`src/rtl/timer_scheduler_if.sv`:
```
// timer_scheduler_if: bundles the requester handshake and the timer register bus of
// timer_scheduler.
//   master modport: scheduler side (drives gnt/done/err/busy and the timer bus).
//   slave modport : environment side (requesters plus the timer).
//   req/req_load/req_ps : per-requester level request, 16-bit load, 3-bit prescaler
//   gnt/done/err        : one-hot grant, completion pulse, watchdog abort pulse
//   busy                : scheduler not idle
//   tmr_load/tmr_addr/tmr_wdata/tmr_wen : timer register bus
//   tmr_irq             : timer interrupt level
interface timer_scheduler_if #(
  parameter int unsigned N_REQ = 4
);
  logic [N_REQ-1:0]    req;
  logic [16*N_REQ-1:0] req_load;
  logic [3*N_REQ-1:0]  req_ps;
  logic [N_REQ-1:0]    gnt;
  logic [N_REQ-1:0]    done;
  logic [N_REQ-1:0]    err;
  logic                busy;
  logic [15:0]         tmr_load;
  logic [7:0]          tmr_addr;
  logic [7:0]          tmr_wdata;
  logic                tmr_wen;
  logic                tmr_irq;

  modport master (
    input  req, req_load, req_ps, tmr_irq,
    output gnt, done, err, busy, tmr_load, tmr_addr, tmr_wdata, tmr_wen
  );

  modport slave (
    output req, req_load, req_ps, tmr_irq,
    input  gnt, done, err, busy, tmr_load, tmr_addr, tmr_wdata, tmr_wen
  );
endinterface

```
`src/rtl/timer_scheduler.sv`:
```
// timer_scheduler: shares one timer among N_REQ requesters. Grants one-shot delay
// requests round-robin, programs the timer (enable, then GO), waits for a fresh rising
// edge of the timer interrupt, clears/disables the timer and pulses done to the
// granted requester. All outputs are registered.
// Ports:
//   clk  : clock
//   rst  : synchronous active-high reset
//   bus  : timer_scheduler_if.master (requester handshake + timer register bus)
// Optional feature: define TIMER_SCHED_WDOG_EN to abort a WAIT lasting WDOG_LIMIT
// cycles with an err pulse; otherwise err is constant 0 and WAIT is unbounded.
module timer_scheduler #(
  parameter int unsigned N_REQ      = 4,
  parameter logic [7:0]  TMR_ADDR   = 8'h00,
  parameter logic [23:0] WDOG_LIMIT = 24'hFFFFFF
) (
  input logic                clk,
  input logic                rst,
  timer_scheduler_if.master  bus
);

  localparam int unsigned IdxW = $clog2(N_REQ);

  typedef enum logic [2:0] {StIdle, StCfg, StStart, StWait, StClr} state_e;

  state_e            state_q, state_d;
  logic [IdxW-1:0]   ptr_q, ptr_d;  // last granted requester, also the active grant
  logic [2:0]        ps_q, ps_d;
  logic [N_REQ-1:0]  gnt_q, gnt_d;
  logic [N_REQ-1:0]  done_q, done_d;
  logic [N_REQ-1:0]  err_q, err_d;
  logic              busy_q, busy_d;
  logic [15:0]       load_q, load_d;
  logic [7:0]        wdata_q, wdata_d;
  logic              wen_q, wen_d;
  logic [7:0]        addr_q;
  logic              irq_q;

  logic              sel_found;
  logic [IdxW-1:0]   sel_idx;
  logic [31:0]       cand;
  logic [2:0]        sel_ps;
  logic              irq_rise;
  logic              wdog_hit;

  // Round-robin search starting just after the last granted requester.
  always_comb begin
    sel_found = 1'b0;
    sel_idx   = '0;
    cand      = '0;
    for (int unsigned k = 1; k <= N_REQ; k++) begin
      cand = (32'(ptr_q) + k) % N_REQ;
      if (!sel_found && bus.req[cand[IdxW-1:0]]) begin
        sel_found = 1'b1;
        sel_idx   = cand[IdxW-1:0];
      end
    end
  end

  assign sel_ps   = bus.req_ps[3*sel_idx +: 3];
  // A level already high when WAIT is entered is not an edge: irq_q tracks every cycle.
  assign irq_rise = bus.tmr_irq & ~irq_q;

`ifdef TIMER_SCHED_WDOG_EN
  logic [23:0] wdog_q, wdog_d;

  // Held at zero outside WAIT, so it is clear on every WAIT entry.
  always_comb begin
    wdog_d = '0;
    if (state_q == StWait) wdog_d = wdog_q + 24'd1;
  end

  assign wdog_hit = (state_q == StWait) && (wdog_q == WDOG_LIMIT - 24'd1);

  always_ff @(posedge clk) begin
    if (rst) wdog_q <= '0;
    else     wdog_q <= wdog_d;
  end
`else
  logic unused_wdog;
  assign unused_wdog = ^WDOG_LIMIT;
  assign wdog_hit    = 1'b0;
`endif

  always_comb begin
    state_d = state_q;
    ptr_d   = ptr_q;
    ps_d    = ps_q;
    gnt_d   = gnt_q;
    load_d  = load_q;
    wdata_d = wdata_q;
    done_d  = '0;
    err_d   = '0;
    wen_d   = 1'b0;
    unique case (state_q)
      StIdle: begin
        if (sel_found) begin
          state_d = StCfg;
          ptr_d   = sel_idx;
          ps_d    = sel_ps;
          load_d  = bus.req_load[16*sel_idx +: 16];
          gnt_d   = {{(N_REQ-1){1'b0}}, 1'b1} << sel_idx;
          wen_d   = 1'b1;
          wdata_d = {1'b0, sel_ps, 4'b0100};  // EN, INT cleared
        end
      end
      StCfg, StStart, StWait: begin
        if (!bus.req[ptr_q]) begin
          // Requester abort: disable the timer, no pulse.
          state_d = StClr;
          wen_d   = 1'b1;
          wdata_d = 8'h00;
        end else if (state_q == StCfg) begin
          state_d = StStart;
          wen_d   = 1'b1;
          wdata_d = {1'b0, ps_q, 4'b0110};    // EN + GO
        end else if (state_q == StStart) begin
          state_d = StWait;
        end else if (irq_rise) begin
          state_d       = StClr;
          wen_d         = 1'b1;
          wdata_d       = 8'h00;
          done_d[ptr_q] = 1'b1;
        end else if (wdog_hit) begin
          state_d      = StClr;
          wen_d        = 1'b1;
          wdata_d      = 8'h00;
          err_d[ptr_q] = 1'b1;
        end
      end
      StClr: begin
        state_d = StIdle;
        gnt_d   = '0;
      end
      default: state_d = StIdle;
    endcase
    busy_d = (state_d != StIdle);
  end

  always_ff @(posedge clk) begin
    if (rst) begin
      state_q <= StIdle;
      ptr_q   <= IdxW'(N_REQ - 1);
      ps_q    <= '0;
      gnt_q   <= '0;
      done_q  <= '0;
      err_q   <= '0;
      busy_q  <= 1'b0;
      load_q  <= '0;
      wdata_q <= '0;
      wen_q   <= 1'b0;
      addr_q  <= TMR_ADDR;
      irq_q   <= 1'b0;
    end else begin
      state_q <= state_d;
      ptr_q   <= ptr_d;
      ps_q    <= ps_d;
      gnt_q   <= gnt_d;
      done_q  <= done_d;
      err_q   <= err_d;
      busy_q  <= busy_d;
      load_q  <= load_d;
      wdata_q <= wdata_d;
      wen_q   <= wen_d;
      addr_q  <= TMR_ADDR;
      irq_q   <= bus.tmr_irq;
    end
  end

  assign bus.gnt       = gnt_q;
  assign bus.done      = done_q;
  assign bus.err       = err_q;
  assign bus.busy      = busy_q;
  assign bus.tmr_load  = load_q;
  assign bus.tmr_addr  = addr_q;
  assign bus.tmr_wdata = wdata_q;
  assign bus.tmr_wen   = wen_q;

endmodule
```
`src/flat_wrapper.sv`:
```
// flat-port wrapper written by rule: the top's interface ports become plain ports
module timer_scheduler_flat 
#(
  parameter int unsigned N_REQ      = 4,
  parameter logic [7:0]  TMR_ADDR   = 8'h00,
  parameter logic [23:0] WDOG_LIMIT = 24'hFFFFFF
)
  (clk, rst, bus_req, bus_req_load, bus_req_ps, bus_tmr_irq, bus_gnt, bus_done, bus_err, bus_busy, bus_tmr_load, bus_tmr_addr, bus_tmr_wdata, bus_tmr_wen);
  timer_scheduler_if #(.N_REQ(N_REQ)) bus_i ();
  input logic clk;
  input logic rst;
  input wire logic [$bits(bus_i.req)-1:0] bus_req;
  input wire logic [$bits(bus_i.req_load)-1:0] bus_req_load;
  input wire logic [$bits(bus_i.req_ps)-1:0] bus_req_ps;
  input wire logic [$bits(bus_i.tmr_irq)-1:0] bus_tmr_irq;
  output wire logic [$bits(bus_i.gnt)-1:0] bus_gnt;
  output wire logic [$bits(bus_i.done)-1:0] bus_done;
  output wire logic [$bits(bus_i.err)-1:0] bus_err;
  output wire logic [$bits(bus_i.busy)-1:0] bus_busy;
  output wire logic [$bits(bus_i.tmr_load)-1:0] bus_tmr_load;
  output wire logic [$bits(bus_i.tmr_addr)-1:0] bus_tmr_addr;
  output wire logic [$bits(bus_i.tmr_wdata)-1:0] bus_tmr_wdata;
  output wire logic [$bits(bus_i.tmr_wen)-1:0] bus_tmr_wen;
  assign bus_i.req = bus_req;
  assign bus_i.req_load = bus_req_load;
  assign bus_i.req_ps = bus_req_ps;
  assign bus_i.tmr_irq = bus_tmr_irq;
  assign bus_gnt = bus_i.gnt;
  assign bus_done = bus_i.done;
  assign bus_err = bus_i.err;
  assign bus_busy = bus_i.busy;
  assign bus_tmr_load = bus_i.tmr_load;
  assign bus_tmr_addr = bus_i.tmr_addr;
  assign bus_tmr_wdata = bus_i.tmr_wdata;
  assign bus_tmr_wen = bus_i.tmr_wen;
  timer_scheduler #(.N_REQ(N_REQ), .TMR_ADDR(TMR_ADDR), .WDOG_LIMIT(WDOG_LIMIT)) u_core (.clk(clk), .rst(rst), .bus(bus_i));
endmodule
```
`config.mk`:
```
export PLATFORM = sky130hd
export DESIGN_NAME = timer_scheduler_flat
export DESIGN_NICKNAME = d
export VERILOG_FILES = /design/src/rtl/timer_scheduler_if.sv /design/src/rtl/timer_scheduler.sv /design/src/flat_wrapper.sv
export SDC_FILE = /design/constraint.sdc
export NUM_CORES = 1
export LEC_CHECK = 0
export CORE_MARGIN = 4
export CORE_UTILIZATION = 36
export DETAILED_ROUTE_END_ITERATION = 6
export PLACE_DENSITY = 0.77
export SYNTH_ARGS = -nofsm -noshare
export SYNTH_HDL_FRONTEND = slang
export SYNTH_SLANG_ARGS = --single-unit
export TNS_END_PERCENT = 10
```
`constraint.sdc`:
```
create_clock -name clk -period 2.85 [get_ports clk]
set_clock_uncertainty 0.2 [all_clocks]
set_input_delay 0.57 -clock clk [delete_from_list [all_inputs] [get_ports clk]]
set_output_delay 0.57 -clock clk [all_outputs]
set_load 0.02 [all_outputs]
```
==> results.yml, run 1 <==
global_route:
  grtUsageTotal_pct: 16.8
  grt_antenna_before_repair: 0
  grt_pass1_vias: 2451
  gr-total-overflow: 0
  grt_pass1_wl_um: 11500
  grt_max_degree: 23
die:
  die_x_um: 91.6
  core_mm2: 0.00679
  initial_core_util_pct: 37.0
  die_h_um: 91.6
  ioPinCount: 129
  rows: 30
  dieArea_mm2: 0.00839
worst_hold_path:
  min_path_type: "reg -> reg"
  hp-start: "u_core.bus.tmr_load[14]$_SDFFE_PP0P_"
routing:
  firstDrtPassIters: 4
  num_vias: 2542
  vias_per_cell: 5.02
  ant_nets: 0
  wl_per_cell_um: 14.5
  drcViolationCount: 0
  wirelength_um: 7340
  dr.first_iter.drc_count: 87
setup_path:
  r2r_start: "u_core.ptr_q[0]$_SDFFE_PP1P_"
  criticalPathCategory: "in -> reg"
  critPathMaxFanout: 22
  end_kind: "register"
  crit_arrival_ps: 2670
  startpoint: "bus_req[1]"
  cp-start-kind: "input pin"
  crit_required_ps: 2830
logic_synthesis:
  yosysTopAreaCellShare_pct: 31.8
  yosys-top-cells-area: "dfxtp_1 (32%), mux2i_1 (16%), buf_4 (5.1%)"
  yosysWarnings: 0
  synth_area_per_cell_um2: 9.18
  synth_edf_count: 0
  ys_seq_area_share_pct: 31.8
  synth_area_leader_cell: "dfxtp_1"
  synthArstFlopShare_pct: 0
  yosys.cell_count.top_type: "dfxtp_1"
  synth_area_mm2: 0.00252
  synth_cell_types: 52
  synthCells: 274
  ys.flop_type: "dfxtp_1"
  ys_top_cells_by_count: "dfxtp_1 (40), mux2i_1 (39), nor2_1 (20), buf_4 (17), nand2_1 (15)"
  ys_seq_elements: 40
timing:
  finalSetupViolations: 0
  setup_ws_ps: 158
  rsz0062_at_grt: "false"
  max_freq_mhz: 372
  post-route-period-util_pct: 94.4
  slew_violations: 0
  hold_violations: 0
  period_needed_ps: 2690
finish:
  num_antenna_cells: 0
  utilization_pct: 58.5
  fin_nets: 496
  area_delta_synth_final_pct: 58.0
  drive_gt1_share_pct: 14.4
  fin_area_mm2: 0.00398
placed_design:
  placed_area_mm2: 0.00389
  dp_slack_ps: -143
  dp_hpwl_um: 6140
  gp_congestion: 0.827
  io_buffers: 113
clock_network:
  cts_buffers: 5
  cts_root_buf: "clkbuf_8"
  clkLatencyLatePin_ps: 280
  clk_pin_slew_ps: 80
  postCtsResizedCells: 0
  postCtsHoldBufs: 0
  cts.sink_count: 40
  cts_tree: "done"
  postCtsSetupBuffers: 0
  cts_max_path_buffers: 2
  cts_htree_levels: 2
power:
  p_leak_nw: 1.69
  max-vdd-ir-drop_mv: 0.442
  p_per_area_mw_per_mm2: 970
status:
  outcome: "completed"
job:
  maxCapViolCount: 0
[layout make-up]
| class | count | area, um^2 |
|---|---|---|
| clock buffer | 8 | 90.1 |
| fill | 611 | 2820 |
| inverter | 8 | 30.0 |
| multi-input combinational | 205 | 1510 |
| sequential | 40 | 801 |
| tap | 96 | 120 |
| timing repair buffer | 149 | 1430 |
[metal layers]
metal / vias up / share of wire [%] / routed length (um) / GRT usage [%]
met1: 1160 / 39 / 2830 / 18.4
met4: 0 / 1.4 / 100 / 4.15
met3: 12 / 9.9 / 723 / 7.13
li1: 1251 / - / - / -
met2: 119 / 50 / 3680 / 29.8
met5: - / 0 / 0 / 0
[power breakdown]
part	internal [mW]	switching (mW)
Sequential	0.777	0.137
Combinational	1.31	1.25
Clock	0.197	0.186
[final timing paths]
path                                                        endpoint  slack (ps)  depth (start not counted)
worst min-delay path            u_core.bus.tmr_load[14]$_SDFFE_PP0P_         270                          1
worst max-delay path             u_core.bus.tmr_load[5]$_SDFFE_PP0P_         160                          9
worst max register to register        u_core.bus.gnt[2]$_SDFFE_PP0P_         180                          9
worst min register to register  u_core.bus.tmr_load[14]$_SDFFE_PP0P_         270                          1
[critical path, cell delays in order]
cell,delay [ps]
clkdlybuf4s50_1,590
buf_4,160
nor3b_1,200
o31ai_1,140
o221ai_4,290
buf_12,230
mux2i_1,240
a2bb2oi_1,160
o21ai_0,90
[per-stage QoR]
stage	cells	hold WS (ps)	power, mW	setup TNS, ps
after floorplan	288	236	2.57	0
after global placement	498	238	3.43	-740
after detailed placement	498	248	3.48	-2100
after CTS	506	268	3.88	0
after global routing	506	290	4.11	0
final	506	268	3.86	0
[sequential cells by signal, summed over array words and instances, names as in the netlist, 2 cells and up]
name	flops
u_core.bus.tmr_load	16
u_core.ptr_q	2
u_core.bus.tmr_wdata	5
u_core.state_q	3
u_core.bus.done	4
u_core.bus.gnt	4
u_core.ps_q	3
[kinds of logic (layout without fill, tap and decap cells)]
kind of cell | Yosys count | after routing | share of synthesized area (%)
other | 1 | 15 | 0.149
AOI/OAI and AO/OA | 71 | 71 | 21.4
adders and majority gates | 4 | 4 | 1.99
DFF | 40 | 40 | 31.8
buffers and inverters | 43 | 165 | 10.7
muxes | 45 | 45 | 19.5
and+or+nand+nor | 70 | 70 | 14.4
[cells in the final DEF, fill, tap and decap left out, types with 4 or more instances in the layout]
cell type        count
clkbuf_8             6
clkdlybuf4s50_1    113
nand2_1             15
ha_1                 4
inv_1                7
o22ai_1              4
o21ai_0             11
and2_1               4
o21ai_1              5
conb_1              15
dfxtp_1             40
a21oi_1              6
buf_4               34
nor2_1              20
nand3_1              9
a22oi_1              4
a21o_1               4
mux2i_1             39
a2bb2oi_1           10
o221ai_1             7
Power figures use the tool's default switching activity.
==> run 2, diff against run 1 <==
CORE_UTILIZATION = 40   (was 36)
PLACE_DENSITY = 0.81   (was 0.77)
clock period = 2.7 ns   (was 2.85 ns; I/O delays follow)
==> run 2 against run 1 <==
- non-clock buffer count is 4 lower
- first-iteration DRC count is 62% higher
- global-route usage is 3.2 points higher
- cell area is 1.2% higher
- combinational power is 9.0% higher
- register-to-register slack worse by 30 ps
- core utilization is 8.3 points higher
- flip-flop and latch count stayed put
- total power is 11% higher
- worst setup slack worse by 9.0 ps
- largest power group unchanged
==> results.yml, run 2 (synthesis results as in run 1) <==
status:
  outcome: "completed"
timing:
  finalSetupViolations: 0
  period_needed_ps: 2550
  worst_slew_margin_rel_pct: 48.8
  slew_violations: 0
  holdWs_ps: 264
  hold_violations: 0
  post-route-period-util_pct: 94.5
  rsz0062_at_grt: "false"
  max_freq_mhz: 392
  worst_slew_pin_slew_ps: 761
worst_hold_path:
  min_path_type: "reg -> reg"
  hold_depth: 1
  hold_end: "u_core.bus.tmr_load[14]$_SDFFE_PP0P_"
  hp-start: "u_core.bus.tmr_load[14]$_SDFFE_PP0P_"
clock_network:
  cts_root_buf: "clkbuf_8"
  cts_tree: "done"
  postCtsSetupBuffers: 0
  postCtsResizedCells: 0
  cts_htree_levels: 2
  cts_max_path_buffers: 2
  postCtsHoldBufs: 0
  cts.sink_count: 40
  clkLatencyLatePin_ps: 310
  cts_buffers: 5
  clk_pin_slew_ps: 90
finish:
  num-fill-cells: 507
  fin_nets: 492
  final_common_cell: "clkdlybuf4s50_1"
  num_antenna_cells: 0
  area_delta_synth_final_pct: 59.9
  drive_gt1_share_pct: 15.3
  layout_common_cells: "clkdlybuf4s50_1 (109), mux2i_1 (39), dfxtp_1 (39)"
  largest_reg_flops: 16
setup_path:
  crit_arrival_ps: 2540
  rr_worst_depth: 9
  end_kind: "register"
  criticalPathCategory: "reg -> reg"
  crit_buf_inv: 2
  reg2reg_slack_ps: 150
  critPathMaxFanout: 13
  cp_top_family: "multiplexers"
  crit_chain: "inv_1 > ha_4 > mux4_2 > nand2b_4 > a21o_2 > nand2_4 > buf_4 > a21oi_1 > o221ai_1"
  r2r_start: "u_core.ptr_q[1]$_SDFFE_PP1P_"
  crit_required_ps: 2690
  timing.rr.end: "u_core.ps_q[2]$_SDFFE_PP0P_"
  slowest_delay_ps: 540
  slowest_stage: "mux4_2"
  cp-start-kind: "register"
global_route:
  grt_pass1_wl_um: 12100
  grt_max_degree: 24
  gr-total-overflow: 0
  grt_antenna_before_repair: 0
  grtUsageTotal_pct: 20.0
  grt_pass1_vias: 2607
die:
  die_x_um: 87.3
  ioPinCount: 129
  rows: 28
  die_h_um: 87.3
  dieArea_mm2: 0.00762
  core_mm2: 0.00603
  initial_core_util_pct: 41.8
routing:
  vias_per_cell: 5.34
  dr.first_iter.drc_count: 141
  drcViolationCount: 0
  firstDrtPassIters: 4
  wl_per_cell_um: 16.3
  wirelength_um: 7850
  num_vias: 2570
  ant_nets: 0
power:
  power_mw: 4.28
  p_leak_nw: 1.73
  p_per_area_mw_per_mm2: 1060
  max-vdd-ir-drop_mv: 0.674
placed_design:
  gp_congestion: 0.882
  io_buffers: 113
  dp_hpwl_um: 6260
job:
  maxCapViolCount: 0
## run 2: cell types whose count changed in the layout (fill, tap and decap cells not counted), moves of 2 or more
cell             before  now
clkbuf_1              2    0
buf_4                34   28
clkdlybuf4s50_1     113  109
dlymetal6s2s_1        0    4
## run 2: metal layers
| layer | track usage [%] | wire length [um] | vias to the layer above |
|---|---|---|---|
| met2 | 35.4 | 4050 | 121 |
| met1 | 21.4 | 2840 | 1188 |
| met3 | 7.95 | 824 | 17 |
| met4 | 7.11 | 133 | 0 |
| li1 | - | - | 1244 |
| met5 | 0 | 0 | - |
## run 2: area by class of cell
type                    instances  area [um^2]  area share (%)
clock buffers                   5         68.8            1.71
well taps                      75         93.8            2.33
inverters                       8         30.0           0.746
clock inverters                 3         46.3            1.15
multi-input cells             205         1540            38.4
repair buffers                145         1440            35.7
flip-flops and latches         40          805            20.0
## run 2: stage by stage
| step | setup WS, ps | std cells | TNS, ps | instance area [um^2] | utilization, % |
|---|---|---|---|---|---|
| detailed placement | -298 | 472 | -6410 | 3840 | 63.7 |
| CTS | 16.2 | 480 | 0 | 3950 | 65.6 |
| floorplan | 24.1 | 288 | 0 | 2580 | - |
| global placement | -247 | 472 | -5060 | 3840 | 63.7 |
| finish | 150 | 481 | 0 | 4020 | 66.8 |
| global route | 1.17 | 481 | 0 | 4020 | 66.8 |
## run 2: worst max path at each step
stage	to	slack, ps	cells after the start	startpoint
3_5_place_dp	u_core.bus.tmr_load[15]$_SDFFE_PP0P_	-300	9	bus_req[1]
4_1_cts	u_core.bus.tmr_load[8]$_SDFFE_PP0P_	20	9	bus_req[1]
6_report	u_core.ps_q[2]$_SDFFE_PP0P_	150	9	u_core.ptr_q[1]$_SDFFE_PP1P_
5_1_grt	u_core.ps_q[2]$_SDFFE_PP0P_	1	9	u_core.ptr_q[1]$_SDFFE_PP1P_
2_1_floorplan	u_core.bus.tmr_wdata[5]$_SDFFE_PP0P_	20	11	u_core.ptr_q[0]$_SDFFE_PP1P_
3_3_place_gp	u_core.bus.tmr_load[14]$_SDFFE_PP0P_	-250	9	bus_req[1]
## run 2: where the power goes
group          leakage, nW  switching (mW)  total (mW)  internal (mW)
registers            0.330           0.156       0.980          0.824
clock network       0.0548           0.233       0.511          0.278
logic                 1.35            1.37        2.79           1.42
==> run 3, diff against run 2 <==
CORE_ASPECT_RATIO = 0.7   (was not set)
GPL_ROUTABILITY_DRIVEN = 1   (was not set)
==> run 3 against run 2 <==
- count of clock-buffer cells in the layout increased by 1
- combinational power increased by 4%
- total power increased by 0.30%
- flip-flop and latch count unchanged
- critical endpoint is now u_core.bus.tmr_load[0]$_SDFFE_PP0P_
- largest cell class unchanged
==> results.yml, run 3 (synthesis results as in run 1) <==
die:
  dieArea_mm2: 0.00764
  ioPinCount: 129
  initial_core_util_pct: 42.7
  die_h_um: 74.4
  rows: 23
  core_mm2: 0.00590
  die_x_um: 103
finish:
  area_delta_synth_final_pct: 61.1
  layout_common_cells: "clkdlybuf4s50_1 (109), mux2i_1 (39), buf_4 (39), dfxtp_1 (39), nor2_1 (19)"
  num_antenna_cells: 0
  final_common_cell: "clkdlybuf4s50_1"
  final_cells: 491
  num-fill-cells: 465
  largest_reg_flops: 16
  drive_gt1_share_pct: 18.5
  fin_nets: 502
clock_network:
  cts_htree_levels: 2
  cts_buffers: 5
  clkLatencyLatePin_ps: 300
  clk_pin_slew_ps: 80
  postCtsHoldBufs: 0
  cts_max_path_buffers: 2
  cts.sink_count: 40
  cts_tree: "done"
  cts_root_buf: "clkbuf_8"
timing:
  hold_violations: 0
  setup_ws_ps: 143
  finalSetupViolations: 0
  period_needed_ps: 2560
  rsz0062_at_grt: "false"
  max_freq_mhz: 391
  post-route-period-util_pct: 94.7
  tns_ps: 0
  slew_violations: 0
routing:
  firstDrtPassIters: 4
  num_vias: 2601
  dr.first_iter.drc_count: 113
  drcViolationCount: 0
  wirelength_um: 7990
  vias_per_cell: 5.30
  ant_nets: 0
  wl_per_cell_um: 16.3
setup_path:
  crit_required_ps: 2680
  slowest_delay_ps: 540
  crit_buf_inv: 3
  slowest_stage: "mux4_2"
  end_kind: "register"
  criticalPathCategory: "reg -> reg"
  critPathMaxFanout: 12
  cp-start-kind: "register"
  cp_top_family: "compound AO/OA/AOI/OAI gates"
  crit_chain: "inv_2 > ha_4 > mux4_2 > nand2b_4 > a21oi_2 > o21ai_2 > buf_4 > buf_12 > a2bb2oi_1 > o21ai_0"
  crit_arrival_ps: 2540
placed_design:
  gp_congestion: 0.911
  dp_hpwl_um: 6530
  io_buffers: 113
  dp_slack_ps: -334
  place_inst: 479
worst_hold_path:
  min_path_type: "reg -> reg"
power:
  p_sw_share_pct: 41.2
  p_per_area_mw_per_mm2: 1060
  p_int_mw: 2.53
  p_seq_share_pct: 22.5
  switchingPower_mw: 1.77
  p_clk_share_pct: 9.7
  max-vdd-ir-drop_mv: 0.548
  comb_power_share_pct: 67.8
  power_mw: 4.30
  p_leak_nw: 1.76
job:
  maxCapViolCount: 0
global_route:
  grt_antenna_before_repair: 0
  grtUsageTotal_pct: 20.6
  grt_pass1_vias: 2528
  grt_max_degree: 17
  gr-total-overflow: 0
  grt_pass1_wl_um: 12200
status:
  outcome: "completed"
## run 3: path summary, 6_finish.rpt
path,from,endpoint,slack (ps),depth (start not counted)
worst min-delay path,u_core.bus.tmr_load[10]$_SDFFE_PP0P_,u_core.bus.tmr_load[10]$_SDFFE_PP0P_,260,1
worst max register to register,u_core.ptr_q[1]$_SDFFE_PP1P_,u_core.bus.tmr_load[0]$_SDFFE_PP0P_,140,10
worst max-delay path,u_core.ptr_q[1]$_SDFFE_PP1P_,u_core.bus.tmr_load[0]$_SDFFE_PP0P_,140,10
worst min register to register,u_core.bus.tmr_load[10]$_SDFFE_PP0P_,u_core.bus.tmr_load[10]$_SDFFE_PP0P_,260,1
## run 3: power groups by stage
stage / combinational [mW] / clock, mW / sequential (mW)
2_1_floorplan: 1.55 / 0 / 1.18
3_3_place_gp: 2.68 / 0 / 0.967
3_5_place_dp: 2.73 / 0 / 0.974
4_1_cts: 2.78 / 0.422 / 0.964
5_1_grt: 3.13 / 0.451 / 0.998
6_report: 2.91 / 0.417 / 0.969
## run 3: layer usage
metal	up-vias	wire length (um)	track usage, %
met5	-	0	0
met4	0	72	3.74
met3	8	819	8.06
met2	107	3810	33.3
met1	1221	3280	26.7
li1	1265	-	-
## run 3: final cells by class
class,instances,area [um^2],area share (%)
clock buffer,6,82.6,2.04
clock inverter,2,10.0,0.247
timing repair buffer,155,1480,36.5
sequential,40,805,19.9
multi-input combinational,205,1550,38.3
inverter,8,30.0,0.741
tap,75,93.8,2.32
## run 3: repair_timing
action                     in CTS  in global routing
pin swaps                       0                  3
setup endpoints to repair       7                 23
resized for setup               3                 14
buffers inserted                0                  4
## run 3: through the flow
step | instance area [um^2] | hold WS [ps] | util [%]
floorplan | 2580 | 236 | -
global placement | 3870 | 234 | 65.5
detailed placement | 3870 | 243 | 65.5
CTS | 3980 | 261 | 67.4
global route | 4050 | 290 | 68.7
finish | 4050 | 261 | 68.7
